File: config.mk
export PLATFORM = sky130hd
export DESIGN_NAME = opb_register_bank
export DESIGN_NICKNAME = d
export VERILOG_FILES = /design/src/rtl/opb_register_bank_pkg.sv /design/src/rtl/opb_reg_slice.sv /design/src/rtl/opb_register_bank.sv
export SDC_FILE = /design/constraint.sdc
export NUM_CORES = 1
export LEC_CHECK = 0
export BUFFER_PORTS_ARGS = -buffer_cell sky130_fd_sc_hd__buf_2
export CAP_MARGIN = 40
export CORE_AREA = 2 2 142 144
export CTS_CLUSTER_DIAMETER = 50
export DETAILED_ROUTE_END_ITERATION = 10
export DIE_AREA = 0 0 144 146
export PLACE_DENSITY = 0.79
export SETUP_SLACK_MARGIN = 0.05
export SLEW_MARGIN = 20
export SYNTH_ARGS = -nofsm -noshare
export SYNTH_HDL_FRONTEND = slang
export SYNTH_SLANG_ARGS = --single-unit
File: constraint.sdc
create_clock -name OPB_Clk -period 1.7 [get_ports OPB_Clk]
set_input_delay 0.17 -clock OPB_Clk [delete_from_list [all_inputs] [get_ports OPB_Clk]]
set_output_delay 0.17 -clock OPB_Clk [all_outputs]
set_load 0.005 [all_outputs]
File: src/rtl/opb_register_bank_pkg.sv
`default_nettype none
// ============================================================================
//  Module   : opb_register_bank_pkg
//  Purpose  : Shared definitions for the OPB register bank: transfer FSM
//             state encoding, OPB <-> little-endian bit reordering and the
//             register-index width helper.
//  Ports    : none (package)
//  Revision : 1.0 - initial release
// ============================================================================
package opb_register_bank_pkg;

   // Two-state transfer FSM: wait for a hit, then a single acknowledge cycle.
   typedef enum logic [0:0] {
      ST_IDLE = 1'b0,
      ST_ACK  = 1'b1
   } opb_state_t;

   localparam int C_REG_BYTES = 4;

   // OPB numbers bit 0 as the MSB; user-side words number bit 31 as the MSB.
   function automatic logic [0:31] opb_swap32(input logic [31:0] v);
      logic [0:31] r;
      for (int i = 0; i < 32; i++) begin
         r[i] = v[31-i];
      end
      return r;
   endfunction

   // Width of the register index; at least one bit so a single-register
   // bank still has a legal select vector.
   function automatic int idx_width(input int n);
      return (n <= 1) ? 1 : $clog2(n);
   endfunction

endpackage : opb_register_bank_pkg
`default_nettype wire

File: src/rtl/opb_reg_slice.sv
`default_nettype none
// ============================================================================
//  Module   : opb_reg_slice
//  Purpose  : One 32-bit byte-enabled user register with write strobe and
//             optional self-clear.
//  Ports    : clk, rst      - clock, synchronous active-high reset
//             i_we          - commit a write at this edge
//             i_be[3:0]     - byte enables, bit b covers bits 8b+7:8b
//             i_wdata[31:0] - write data
//             o_q[31:0]     - register value
//             o_strobe      - one-cycle pulse, concurrent with the new value
//  Revision : 1.0 - initial release
// ============================================================================
module opb_reg_slice
   import opb_register_bank_pkg::*;
#(
   parameter bit SELF_CLEAR = 1'b0
) (
   input  logic        clk,
   input  logic        rst,
   input  logic        i_we,
   input  logic [3:0]  i_be,
   input  logic [31:0] i_wdata,
   output logic [31:0] o_q,
   output logic        o_strobe
);

   logic [31:0] r_q;
   logic        r_strobe;
   logic [31:0] w_merged;

   generate
      for (genvar b = 0; b < C_REG_BYTES; b++) begin : g_byte
         assign w_merged[8*b +: 8] = i_be[b] ? i_wdata[8*b +: 8] : r_q[8*b +: 8];
      end
   endgenerate

   always_ff @(posedge clk) begin
      if (rst) begin
         r_q      <= '0;
         r_strobe <= 1'b0;
      end else begin
         r_strobe <= i_we;
         if (i_we) begin
            r_q <= w_merged;
         end else if (SELF_CLEAR && r_strobe) begin
            // Written value lives only for the strobe cycle.
            r_q <= '0;
         end
      end
   end

   assign o_q      = r_q;
   assign o_strobe = r_strobe;

endmodule : opb_reg_slice
`default_nettype wire

File: src/rtl/opb_register_bank.sv
`default_nettype none
// ============================================================================
//  Module   : opb_register_bank
//  Purpose  : OPB slave exposing C_NUM_REGS 32-bit registers. Each register
//             is either writable (optionally self-clearing) or a read-only
//             status word taken from user_data_in.
//  Ports    : OPB_Clk, OPB_Rst           - clock, synchronous reset
//             OPB_ABus/BE/DBus/RNW/select/seqAddr - OPB slave inputs
//             Sl_DBus/xferAck/errAck/retry/toutSup - OPB slave outputs
//             user_data_out   - register i on bits [32i+31:32i]
//             user_data_in    - status words for read-only registers
//             user_wr_strobe  - one-cycle pulse per accepted write
//  Revision : 1.0 - initial release
// ============================================================================
module opb_register_bank
   import opb_register_bank_pkg::*;
#(
   parameter logic [31:0]           C_BASEADDR   = 32'h01003700,
   parameter logic [31:0]           C_HIGHADDR   = 32'h010037FF,
   parameter int                    C_OPB_AWIDTH = 32,
   parameter int                    C_OPB_DWIDTH = 32,
   parameter int                    C_NUM_REGS   = 4,
   parameter logic [C_NUM_REGS-1:0] C_RO_MASK    = '0,
   parameter logic [C_NUM_REGS-1:0] C_SC_MASK    = '0,
   parameter string                 C_FAMILY     = "virtex5"
) (
   input  logic                       OPB_Clk,
   input  logic                       OPB_Rst,
   input  logic [0:C_OPB_AWIDTH-1]    OPB_ABus,
   input  logic [0:3]                 OPB_BE,
   input  logic [0:31]                OPB_DBus,
   input  logic                       OPB_RNW,
   input  logic                       OPB_select,
   input  logic                       OPB_seqAddr,
   output logic [0:31]                Sl_DBus,
   output logic                       Sl_xferAck,
   output logic                       Sl_errAck,
   output logic                       Sl_retry,
   output logic                       Sl_toutSup,
   output logic [C_NUM_REGS*32-1:0]   user_data_out,
   input  logic [C_NUM_REGS*32-1:0]   user_data_in,
   output logic [C_NUM_REGS-1:0]      user_wr_strobe
);

   localparam int C_IW = idx_width(C_NUM_REGS);
   localparam int C_AW = C_OPB_AWIDTH;

   // ---------------------------------------------------------------------
   // Address decode
   // ---------------------------------------------------------------------
   logic [C_AW-1:0] w_abus;
   logic [C_AW-1:0] w_offset;
   logic            w_hit;
   logic            w_idx_ok;
   logic [C_IW-1:0] w_idx;
   logic            w_unused_ok;

   assign w_abus   = OPB_ABus;
   assign w_offset = w_abus - C_BASEADDR[C_AW-1:0];
   assign w_hit    = OPB_select
                   && (w_abus >= C_BASEADDR[C_AW-1:0])
                   && (w_abus <= C_HIGHADDR[C_AW-1:0]);
   // Full word offset is compared so addresses beyond the last register
   // but inside the window are recognised rather than aliased.
   assign w_idx_ok = ({2'b00, w_offset[C_AW-1:2]} < C_AW'(C_NUM_REGS));
   assign w_idx    = w_offset[C_IW+1:2];

   // Sequential-address hint and byte offset carry no meaning here.
   assign w_unused_ok = &{1'b0, OPB_seqAddr, w_offset[1:0]};

   // ---------------------------------------------------------------------
   // Read mux: read-only registers show the live status word
   // ---------------------------------------------------------------------
   logic [31:0] w_q        [C_NUM_REGS];
   logic [31:0] w_rd_words [C_NUM_REGS];
   logic [31:0] w_rd_word;

   generate
      for (genvar i = 0; i < C_NUM_REGS; i++) begin : g_rdmux
         assign w_rd_words[i] = C_RO_MASK[i] ? user_data_in[32*i +: 32] : w_q[i];
      end
   endgenerate

   assign w_rd_word = w_idx_ok ? w_rd_words[w_idx] : 32'h0;

   // ---------------------------------------------------------------------
   // Transfer FSM with registered OPB outputs
   // ---------------------------------------------------------------------
   opb_state_t      r_state;
   logic            r_xfer_ack;
   logic [0:31]     r_dbus;
   logic            r_rnw;
   logic            r_idx_ok;
   logic [C_IW-1:0] r_idx;
   logic [31:0]     r_wdata;
   logic [3:0]      r_be;

   always_ff @(posedge OPB_Clk) begin
      if (OPB_Rst) begin
         r_state    <= ST_IDLE;
         r_xfer_ack <= 1'b0;
         r_dbus     <= '0;
         r_rnw      <= 1'b1;
         r_idx_ok   <= 1'b0;
         r_idx      <= '0;
         r_wdata    <= '0;
         r_be       <= '0;
      end else begin
         case (r_state)
            ST_IDLE: begin
               if (w_hit) begin
                  r_state    <= ST_ACK;
                  r_xfer_ack <= 1'b1;
                  r_dbus     <= OPB_RNW ? opb_swap32(w_rd_word) : '0;
                  r_rnw      <= OPB_RNW;
                  r_idx_ok   <= w_idx_ok;
                  r_idx      <= w_idx;
                  r_wdata    <= OPB_DBus;
                  r_be       <= OPB_BE;
               end
            end
            ST_ACK: begin
               // Selection is not re-examined here, so a held select
               // produces exactly one ack per two cycles.
               r_state    <= ST_IDLE;
               r_xfer_ack <= 1'b0;
               r_dbus     <= '0;
            end
            default: begin
               r_state    <= ST_IDLE;
               r_xfer_ack <= 1'b0;
               r_dbus     <= '0;
            end
         endcase
      end
   end

   // ---------------------------------------------------------------------
   // Register slices; the commit happens at the edge closing the ACK cycle,
   // where the slice's own reset takes priority and aborts the write.
   // ---------------------------------------------------------------------
   generate
      for (genvar i = 0; i < C_NUM_REGS; i++) begin : g_reg
         logic w_we;

         assign w_we = (r_state == ST_ACK) && !r_rnw && r_idx_ok
                    && (r_idx == C_IW'(i)) && !C_RO_MASK[i] && (|r_be);

         opb_reg_slice #(
            .SELF_CLEAR (C_SC_MASK[i])
         ) u_slice (
            .clk      (OPB_Clk),
            .rst      (OPB_Rst),
            .i_we     (w_we),
            .i_be     (r_be),
            .i_wdata  (r_wdata),
            .o_q      (w_q[i]),
            .o_strobe (user_wr_strobe[i])
         );

         assign user_data_out[32*i +: 32] = w_q[i];
      end
   endgenerate

   assign Sl_DBus    = r_dbus;
   assign Sl_xferAck = r_xfer_ack;
   assign Sl_errAck  = 1'b0;
   assign Sl_retry   = 1'b0;
   assign Sl_toutSup = 1'b0;

endmodule : opb_register_bank
`default_nettype wire

### After elaboration in Yosys (flattened, before gate mapping)

Index checks and enable logic that the tools add are counted.

* shift operators: 0
* divide/modulo/power cells: 0
* add/sub/neg operators: 1
* equal/unequal tests: 4
* $mul: 0
* magnitude comparators: 4
* multiplexer cells: 11
* bitwise operators: 2
* reductions and logical operators: 32

Operators with widths (count)
* $mux 32: 5
* $bmux 32 s2: 1
* $pmux 32 s2: 1
* $reduce_and 2->1: 17
* $ge 32x25->1 const B: 1
* $le 32x25->1 const B: 1
* $sub 32x25->32 const B: 1
* $lt 30x3->1 const B: 1
* $logic_and 1x1->1: 12
* $eq 2x2->1 const B: 2
* $pmux 1 s2: 2
* $reduce_or 4->1: 1
* $ge 3x3->1 const B: 1
* $not 2->3: 1
* $eq 2x1->1 const B: 1
* $logic_not 2->1: 1
* $mux 1: 2
* $ne 2x2->1 const B: 1
* $logic_not 1->1: 1
* $not 1->1: 1

* input port bits: 201
* bits in read-only memories: 0
* word-level logic and storage cells: 82
* register bits: 206
* memories: 0
* output and inout bits: 168
* memory bits (writable): 0
* latch bits: 0

### Depth between registers and ports, before layout

Gate-level depths: netlist (run 1).

* word-level depth: 9
* mapped depth: 7
* gate-level depth less buffers: 5

### By module

Synthesis (run 1) repeated with hierarchy kept, for this count alone.

* cells, all modules: 963
* area total of the unflattened synthesis: 9997.1 µm²

By module, submodules not included
* opb_reg_slice: area an instance 1541.5 µm², instances 4, cells an instance 149, seq. area each 660.6 µm²
* opb_register_bank: area an instance 3831.2 µm², instances 1, cells an instance 367, seq. area each 1481.4 µm²

### Worst setup path after synthesis (run 1)

OpenSTA, ideal clock, no wires.

* path type: register -> register
* from: reg r_be[3]
* to: reg g_reg[1].u_slice.r_q[15]
* stages on the path, launching flop included: 6
* path buffers: 1
* clock period less this slack: 1585 ps
* arrival: 1453 ps
* slack: 115 ps
* setup time: 132 ps
* data required time: 1568 ps
* cells stage by stage: dfxtp_1 > o41ai_4 > nor3_2 > clkbuf_1 > nand3_1 > a21oi_1

* longest elaborated chain between the ends: 3

RTL lines
* start: declaration: RTL line opb_register_bank.sv:96 `logic [3:0] r_be;`
* start signal: assignment: RTL line opb_register_bank.sv:107 `r_be <= '0;`
* start signal: assignment: RTL line opb_register_bank.sv:119 `r_be <= OPB_BE;`
* $reduce_or 4->1: RTL line opb_register_bank.sv:147 `&& (r_idx == C_IW'(i)) && !C_RO_MASK[i] && (|r_be);`
* $logic_and 1x1->1: RTL line opb_register_bank.sv:147
* $reduce_and 2->1 (no line)
* end signal: assignment: RTL line opb_reg_slice.sv:45 `r_q <= w_merged;`
* end: declaration: RTL line opb_reg_slice.sv:28 `logic [31:0] r_q;`

No other way between the ends.
A chain may end at the register's enable or synchronous reset.

### Worst setup path in the final report (run 1)

* from: reg r_be[3]
* to: reg g_reg[0].u_slice.r_q[8]

* longest elaborated chain between the ends: 3

RTL lines (RTL line)
* $reduce_or 4->1: opb_register_bank.sv:147
* $logic_and 1x1->1: opb_register_bank.sv:147
* $reduce_and 2->1 (no line)
* end signal: assignment: opb_reg_slice.sv:45
* end: declaration: opb_reg_slice.sv:28

No other way between the ends.

==> results_dict.tcl, run 1 <==
set metrics [dict create \
    maxSlewHeadroom_pct 48.3 \
    instances_no_fill 1611 \
    ys_types 44 \
    ir_drop_mv 0.666 \
    rows 51 \
    drt_iter0_markers 863 \
    pin_count 369 \
    met2_usage_pct 44.8 \
    syn_area_um2 8620 \
    drv_cap 0 \
    detailed_place_hpwl_um 20800 \
    synth-seq-cells 206 \
    synthToLayoutAreaGrowth_pct 51.9 \
    postSynthAreaPerCell_um2 8.58 \
    fmax_mhz 579 \
    powerDensity_nw_per_um2 819 \
    crit_buf_inv 3 \
    synthArstFlopShare_pct 0 \
    die_width_um 144 \
    worstSetupEndpointType "register" \
    cts-root-buf "clkbuf_16" \
    grt_use_met3_pct 5.92 \
    start_kind "register" \
    synth_top_family_by_area "simple AND/OR/NAND/NOR gates" \
    maxSlewViolCount 0 \
    num_antenna_cells 0 \
    synth_adder_area_share_pct 0 \
    drc 0 \
    synth-simple-area-share_pct 26.0 \
    ff2ff_path_depth 8 \
    r2r_setup_slack_ps -30 \
    start_util_pct 44.6 \
    avgRoutedWirePerCell_um 20.3 \
    clkLatencyLatePin_ps 510 \
    synth_edf_count 0 \
    status "complete, but fails checks" \
    clock_sink_count 206 \
    cts_made_buffers 23 \
    crit_fanout 7 \
    drive_gt1_share_pct 46.4 \
    antenna_found_initial 1 \
    min_path_type "input port to register" \
    synthXorXnorAreaFrac_pct 0 \
    nNetsFinal 1532 \
    clkTransAtPathRegs_ps 60 \
    hold_violations 0 \
    placedCellCount 1512 \
    final_core_util_pct 67.7 \
    overflow 0 \
    layout_commonest_cell "buf_2" \
    yosysTopAreaCell "dfxtp_1" \
    seq_area_frac_synth_pct 47.8 \
    gp_congestion 0.858 \
    critical-path-top-delay-family "compound AO/OA/AOI/OAI gates" \
    fin_skew_ps 8.91 \
    total_power_w 0.0107 \
    endpoint "g_reg[0].u_slice.o_q[8]" \
    crit_type "register to register" \
    h-tree-depth 1 \
    cts.path.max_buffers 3 \
    hold_ws_ps 153 \
    tightest_slew_ps 775 \
    crit_path_max_incr_delay_ps 430 \
    port_buffers 234 \
    grt_use_met1_pct 39.6 \
    setup-violations-final 2 \
    critPathLaunch "r_be[3]" \
    yosys_warnings 0 \
    timing.final.crit_share_pct 102 \
    layout_common_cells "233 x buf_2, 199 x dfxtp_1, 184 x nand2_1" \
    crit_slowest_cell "o41ai_4" \
    grt_pass1_vias 8682 \
    gr-usage-all-layers_pct 28.3 \
    syn_inst 1005 \
    p_leak_nw 5.08 \
    rr_endpoint "g_reg[0].u_slice.o_q[8]" \
    coreArea_um2 19300 \
    grt_pass1_wl_um 47000 \
    grt_start_max_net_pins 76 \
    avgViaCountPerCell 5.78 \
    dieArea_um2 21000 \
    first_pass_iters 6 \
    synth_ff_type "dfxtp_1" \
    rsz0062_at_grt "true" \
    min_from "OPB_ABus[29]" \
    timing.rr.start "r_be[3]" \
    ant_nets 0 \
    worstPathRequired_ps 2120 \
    cpMostUsedCell "buf_6" \
    vias 9315 \
    synth.mux.area_fraction_pct 8.36 \
    yosysTopAreaCellShare_pct 47.8 \
    final.setup.tns_ps -32.7 \
    synthTopCellsByArea "dfxtp_1 48%, nand2_1 11%, a21oi_1 9.7%" \
    path_cells "o41ai_4 -> buf_12 -> nor4_4 -> buf_6 -> nand2_4 -> buf_6 -> nand2_2 -> a21oi_2" \
    wl_um 32700 \
    die_y_um 146 \
    synth-compound-area-share_pct 12.9 \
    fill_cells 1414 \
    gr-max-usage-layer "met2" \
    path_depth 8 \
    worst_slack_ps -26.4 \
    failed_checks "setup timing" \
    period_minus_slack_ps 1730 \
    cts_tree "built" \
    critical_path_arrival_ps 2140 \
]
[synth_stat cells (all sizes together) (2+ instances only)]
cell type / count
nand2: 261
dfxtp: 206
a21oi: 167
nand3: 131
clkbuf: 46
buf: 40
nand4: 35
o21ai: 34
mux4: 32
nor4: 10
nor2: 6
nor3: 6
nand3b: 4
nand4b: 3
or4: 3
nor2b: 2
o21a: 2
o31ai: 2
or3: 2
[through the flow]
step / setup WS (ps) / instance area [um^2]
after floorplan: 115 / 8630
after global placement: -254 / 10600
after detailed placement: -277 / 10600
after CTS: 37.3 / 12100
after global routing: -42.9 / 13100
final: -26.4 / 13100
[cells by family after synthesis]
| kind of cell | after synthesis |
|---|---|
| AND/OR/NAND/NOR | 467 |
| AO/OA/AOI/OAI | 212 |
| other | 1 |
| flip-flops | 206 |
| multiplexers | 32 |
| buffers and inverters | 87 |
[layout make-up]
cell class	count	area (um^2)	share of cell area, %
multi-input cells	716	5010	38.3
inverters	1	3.75	0.0287
clock inverters	6	116	0.888
clock buffers	34	717	5.47
flip-flops and latches	206	4140	31.6
repair buffers	383	2780	21.2
well taps	265	332	2.53
[worst min path at each step]
stage	end	slack (ps)	cells after the start
3_3_place_gp	r_wdata[22]	420	3
5_1_grt	r_state	160	5
4_1_cts	r_idx[0]	140	4
6_report	r_idx[0]	150	4
3_5_place_dp	r_wdata[8]	420	3
2_1_floorplan	r_rnw	290	2
[worst register-to-register path, stage by stage, from the launching register on]
cell and delay (ps):
dfxtp_4 350, o41ai_4 430, buf_12 190, nor4_4 50, buf_6 170, nand2_4 80
buf_6 140, nand2_2 60, a21oi_2 170
[registers in the layout, summed over array words and instances, names as in the netlist]
| register | count |
|---|---|
| Sl_DBus | 32 |
| Sl_xferAck | 1 |
| g.u_slice.o_q | 128 |
| g.u_slice.o_strobe | 4 |
| r_be | 4 |
| r_idx | 2 |
| r_idx_ok | 1 |
| r_rnw | 1 |
| r_state | 1 |
| r_wdata | 32 |
[report_power, final]
group            switching, W  internal, W  total [W]
clock network         0.00202      0.00337    0.00539
registers      0.000000000279      0.00482    0.00482
logic                0.000276     0.000231   0.000507
total                 0.00230      0.00843     0.0107
[routing by layer]
layer | wire length, um | share of wire, %
met5 | 13 | 0.040
met4 | 740 | 2.3
met3 | 3360 | 10
met2 | 15300 | 47
met1 | 13200 | 40
[what timing repair did]
action / 4_1_cts / 5_1_grt
gates resized for setup: 30 / 251
buffers inserted: 13 / 3
gates cloned: 4 / 2
endpoints found under the hold margin: 39 / 0
endpoints found under the setup margin: 202 / 161
pin swaps: 11 / 121
hold buffers: 38 / 0
Power figures use the tool's default switching activity.
==> inputs of run 2 (changes only) <==
--- a/config.mk
+++ b/config.mk
@@ -11,6 +11,7 @@
 export CTS_CLUSTER_DIAMETER = 50
 export DETAILED_ROUTE_END_ITERATION = 10
 export DIE_AREA = 0 0 144 146
+export GPL_TIMING_DRIVEN = 0
 export PLACE_DENSITY = 0.79
 export SETUP_SLACK_MARGIN = 0.05
 export SLEW_MARGIN = 20
==> results_dict.tcl, run 2 (synthesis gave the netlist of run 1 again) <==
set metrics [dict create \
    hold_depth 3 \
    p_leak_nw 4.67 \
    nNetsFinal 1520 \
    grt_pass1_wl_um 48400 \
    avgViaCountPerCell 5.71 \
    rows 51 \
    num_antenna_cells 0 \
    period_minus_slack_ps 1650 \
    drt_iter0_markers 831 \
    die_width_um 144 \
    drv_cap 0 \
    overflow 0 \
    ir_drop_mv 0.668 \
    vias 9132 \
    gp_congestion 0.897 \
    status "completed" \
    start_kind "register" \
    dieArea_um2 21000 \
    worstPathRequired_ps 2130 \
    synthToLayoutAreaGrowth_pct 35.9 \
    wl_um 32800 \
    cts_made_buffers 23 \
    hold_violations 0 \
    powerDensity_nw_per_um2 855 \
    detailed_place_hpwl_um 23600 \
    drive_gt1_share_pct 31.9 \
    crit_slowest_cell "o41ai_4" \
    critical-path-top-delay-family "compound AO/OA/AOI/OAI gates" \
    clkTransAtPathRegs_ps 60 \
    cts_tree "built" \
    fin_skew_ps 19.6 \
    timing.rr.start "r_be[2]" \
    min_from "OPB_Rst" \
    cts.path.max_buffers 3 \
    largest_register_ffs 128 \
    antenna_found_initial 0 \
    maxSlewViolCount 0 \
    total_power_w 0.0100 \
    grt_pass1_vias 8471 \
    layout_common_cells "243 x buf_2, 243 x nand2_1, 198 x dfxtp_1" \
    ant_nets 0 \
    multi_input_area_um2 4270 \
    h-tree-depth 1 \
    setup-violations-final 0 \
    coreArea_um2 19300 \
    die_y_um 146 \
    maxSlewHeadroom_pct 45.7 \
    clock_sink_count 206 \
    crit_path_max_incr_delay_ps 350 \
    cts-root-buf "clkbuf_16" \
    pin_count 369 \
    gr-usage-all-layers_pct 29.8 \
    crit_buf_inv 2 \
    rsz0062_at_grt "true" \
    min_path_type "input port to register" \
    crit_type "register to register" \
    regArea_um2 4140 \
    clkLatencyLatePin_ps 510 \
    critical_path_arrival_ps 2080 \
    grt_start_max_net_pins 15 \
    fmax_mhz 605 \
    port_buffers 232 \
    final_core_util_pct 60.6 \
    tightest_slew_ps 815 \
    drc 0 \
    start_util_pct 44.6 \
    crit_fanout 8 \
    path_depth 7 \
    timing.final.crit_share_pct 97.2 \
    first_pass_iters 6 \
    critPathLaunch "r_be[2]" \
    ff2ff_path_depth 7 \
    path_cells "o41ai_4 -> buf_6 -> nor3_4 -> buf_12 -> nand2_2 -> nand2_1 -> a21oi_1" \
    worstSetupEndpointType "register" \
    avgRoutedWirePerCell_um 20.5 \
    fill_cells 1670 \
]
## run 2: repair_timing
item                                    in CTS  in global routing
endpoints found under the hold margin       38                  0
endpoints found under the setup margin     170                151
pin swaps                                    7                  7
buffers inserted                            12                  5
cloned                                       0                  1
resized for setup                           52                 73
hold buffers                                38                  0
## run 2: stage by stage
step                TNS, ps  cells  setup slack, ps  hold slack, ps  cell area (um^2)
finish                    0   1599             47.8            25.7             11700
global route          -9.60   1599            -6.26            22.5             11700
CTS                       0   1594             4.76            20.9             11500
detailed placement   -75690   1504             -560             421             10100
global placement     -69130   1504             -478             417             10100
floorplan                 0   1007              115             294              8630
## run 2: worst reg2reg max path, delay by kind of cell (launching register included)
family | cells | cell delay [ps]
AOI/OAI and AO/OA | 2 | 500
buffers and inverters | 2 | 350
DFF | 1 | 340
and+or+nand+nor | 3 | 380
## run 2: final timing paths
check                                 end  slack (ps)
setup / recovery  g_reg[1].u_slice.o_q[8]          50
hold / removal                    r_state          30
setup reg to reg  g_reg[1].u_slice.o_q[8]          50
hold reg to reg               Sl_DBus[10]         440
## run 2: cell type report
cell class                      instances  share of cell area [%]
Timing Repair Buffer                  288                    14.6
Tap cell                              265                    2.83
Buffer                                 85                    4.67
Inverter                                1                  0.0320
Clock inverter                          9                   0.513
Clock buffer                           31                    5.60
Sequential cell                       206                    35.3
Multi-Input combinational cell        714                    36.4
## run 2: power breakdown
part            switching (W)  internal, W  total [W]  leakage (nW)
combinational        0.000276     0.000187   0.000464          2.65
sequential     0.000000000269      0.00482    0.00482          1.66
clock                 0.00202      0.00271    0.00473         0.360
## run 2: per-layer routing
layer	GRT usage (%)	vias to the layer above	wire [um]
met5	0	-	0
met4	8.68	0	808
met3	8.59	62	4280
met2	47.3	548	14900
met1	39.6	4345	12800
li1	-	4177	-
==> inputs of run 3 (changes only) <==
--- a/config.mk
+++ b/config.mk
@@ -7,12 +7,14 @@
 export LEC_CHECK = 0
 export BUFFER_PORTS_ARGS = -buffer_cell sky130_fd_sc_hd__buf_2
 export CAP_MARGIN = 40
-export CORE_AREA = 2 2 142 144
+export CORE_AREA = 2 2 144 146
+export CTS_BUF_LIST = sky130_fd_sc_hd__clkbuf_4 sky130_fd_sc_hd__clkbuf_8
 export CTS_CLUSTER_DIAMETER = 50
 export DETAILED_ROUTE_END_ITERATION = 10
-export DIE_AREA = 0 0 144 146
+export DIE_AREA = 0 0 146 148
 export GPL_TIMING_DRIVEN = 0
-export PLACE_DENSITY = 0.79
+export MAX_ROUTING_LAYER = met4
+export PLACE_DENSITY = 0.77
 export SETUP_SLACK_MARGIN = 0.05
 export SLEW_MARGIN = 20
 export SYNTH_ARGS = -nofsm -noshare
==> results_dict.tcl, run 3 (synthesis gave the netlist of run 1 again) <==
set metrics [dict create \
    ff2ff_path_depth 7 \
    detailed_place_hpwl_um 23500 \
    clkTransAtPathRegs_ps 60 \
    multi_input_area_um2 4270 \
    avgViaCountPerCell 5.55 \
    grt_pass1_vias 8697 \
    drive_gt1_share_pct 33.3 \
    r2r_setup_slack_ps 90 \
    coreArea_um2 20000 \
    worst_slack_ps 86.3 \
    start_util_pct 43.0 \
    ir_drop_mv 0.558 \
    ant_nets 0 \
    tightest_slew_ps 797 \
    grt_pass1_wl_um 49000 \
    rows 52 \
    status "completed" \
    die_width_um 146 \
    drv_cap 0 \
    clock_sink_count 206 \
    gp_congestion 0.904 \
    grt_start_max_net_pins 11 \
    hold_violations 0 \
    cts_tree "built" \
    nNetsFinal 1538 \
    cts-root-buf "clkbuf_8" \
    dieArea_um2 21600 \
    fill_cells 1812 \
    largest_register_ffs 128 \
    crit_buf_inv 3 \
    wl_um 32700 \
    first_pass_iters 5 \
    avgRoutedWirePerCell_um 20.0 \
    start_kind "register" \
    crit_path_max_incr_delay_ps 370 \
    p_leak_nw 4.71 \
    overflow 0 \
    path_cells "o41ai_4 -> buf_4 -> nor4_4 -> buf_6 -> clkbuf_8 -> nand3_1 -> a21oi_2" \
    maxSlewHeadroom_pct 46.8 \
    vias 9060 \
    crit_slowest_cell "o41ai_4" \
    worstPathRequired_ps 2080 \
    path_depth 7 \
    num_antenna_cells 0 \
    rsz0062_at_grt "true" \
    regArea_um2 4140 \
    pin_count 369 \
    critical_path_arrival_ps 2000 \
    min_path_type "input port to register" \
    h-tree-depth 2 \
    hold_ws_ps 23.4 \
    maxSlewViolCount 0 \
    cts_made_buffers 36 \
    clkLatencyLatePin_ps 540 \
    layout_common_cells "242 x buf_2, 239 x nand2_1, 199 x dfxtp_1" \
    timing.rr.start "r_be[3]" \
    layout_commonest_cell "buf_2" \
    endpoint "g_reg[0].u_slice.o_q[27]" \
    powerDensity_nw_per_um2 876 \
    antenna_found_initial 0 \
    synthToLayoutAreaGrowth_pct 37.5 \
    worstSetupEndpointType "register" \
    cts.path.max_buffers 3 \
    fmax_mhz 620 \
    crit_fanout 10 \
    dp_slack_ps -504 \
    die_y_um 148 \
    port_buffers 232 \
    setup-violations-final 0 \
    fin_skew_ps 19.6 \
    rr_endpoint "g_reg[0].u_slice.o_q[27]" \
    critPathLaunch "r_be[3]" \
    period_minus_slack_ps 1610 \
    drt_iter0_markers 714 \
    timing.final.crit_share_pct 94.9 \
    crit_type "register to register" \
    critical-path-top-delay-family "buffers and inverters" \
    drc 0 \
    gr-usage-all-layers_pct 30.2 \
]
[run 3: cell types whose count changed in the layout (fill, tap and decap cells not counted), sizes merged]
cell         delta
inv             -2
bufinv          +2
buf             +5
clkinv          -4
clkbuf         +26
dlygate4sd3     +1
[run 3: what timing repair did]
item | CTS | global route
setup endpoints to repair | 170 | 157
setup buffers | 15 | 5
resized for setup | 51 | 76
cloned | 0 | 1
hold buffers | 39 | 0
hold endpoints to repair | 39 | 0
pin swaps | 8 | 14
[run 3: cell type report]
class | instances | area share (%)
clock buffers | 58 | 6.26
well taps | 270 | 2.85
repair buffers | 292 | 14.7
multi-input cells | 714 | 36.0
plain buffers | 86 | 4.62
flip-flops and latches | 206 | 34.9
clock inverters | 5 | 0.633
inverters | 1 | 0.0317
[run 3: worst reg2reg max path: cells and delay by family, from the launching register on]
kind	cells	cell delay, ps
simple gates	2	160
compound gates	2	440
buf+inv	3	530
flops	1	340
[run 3: stage by stage]
step | TNS (ps) | utilization (%) | power (W) | instances | area [um^2]
floorplan | 0 | - | 0.00513 | 1007 | 8630
global placement | -65540 | 50.5 | 0.00531 | 1509 | 10100
detailed placement | -71970 | 50.5 | 0.00531 | 1509 | 10100
CTS | 0 | 57.9 | 0.0104 | 1626 | 11600
global route | 0 | 59.2 | 0.0107 | 1632 | 11900
finish | 0 | 59.2 | 0.0104 | 1632 | 11900
[run 3: metal layers]
layer,part of all wire [%],GRT usage (%)
met1,41,38.8
met2,44,45.4
met3,12,8.98
met4,3.1,11.3
met5,0,-
[run 3: how the worst min path moves through the flow]
stage            startpoint          end  slack (ps)  cells past startpoint
5_1_grt         OPB_ABus[7]      r_state          60                      4
3_3_place_gp    OPB_DBus[9]  r_wdata[22]         420                      3
3_5_place_dp   OPB_DBus[23]   r_wdata[8]         420                      3
4_1_cts         OPB_ABus[7]      r_state          20                      4
2_1_floorplan       OPB_RNW        r_rnw         290                      2
6_report        OPB_ABus[7]      r_state          20                      4
[run 3: power by group]
group,switching [W],internal (W)
combinational,0.000272,0.000189
sequential,0.000000000259,0.00482
clock,0.00204,0.00306
total,0.00231,0.00807
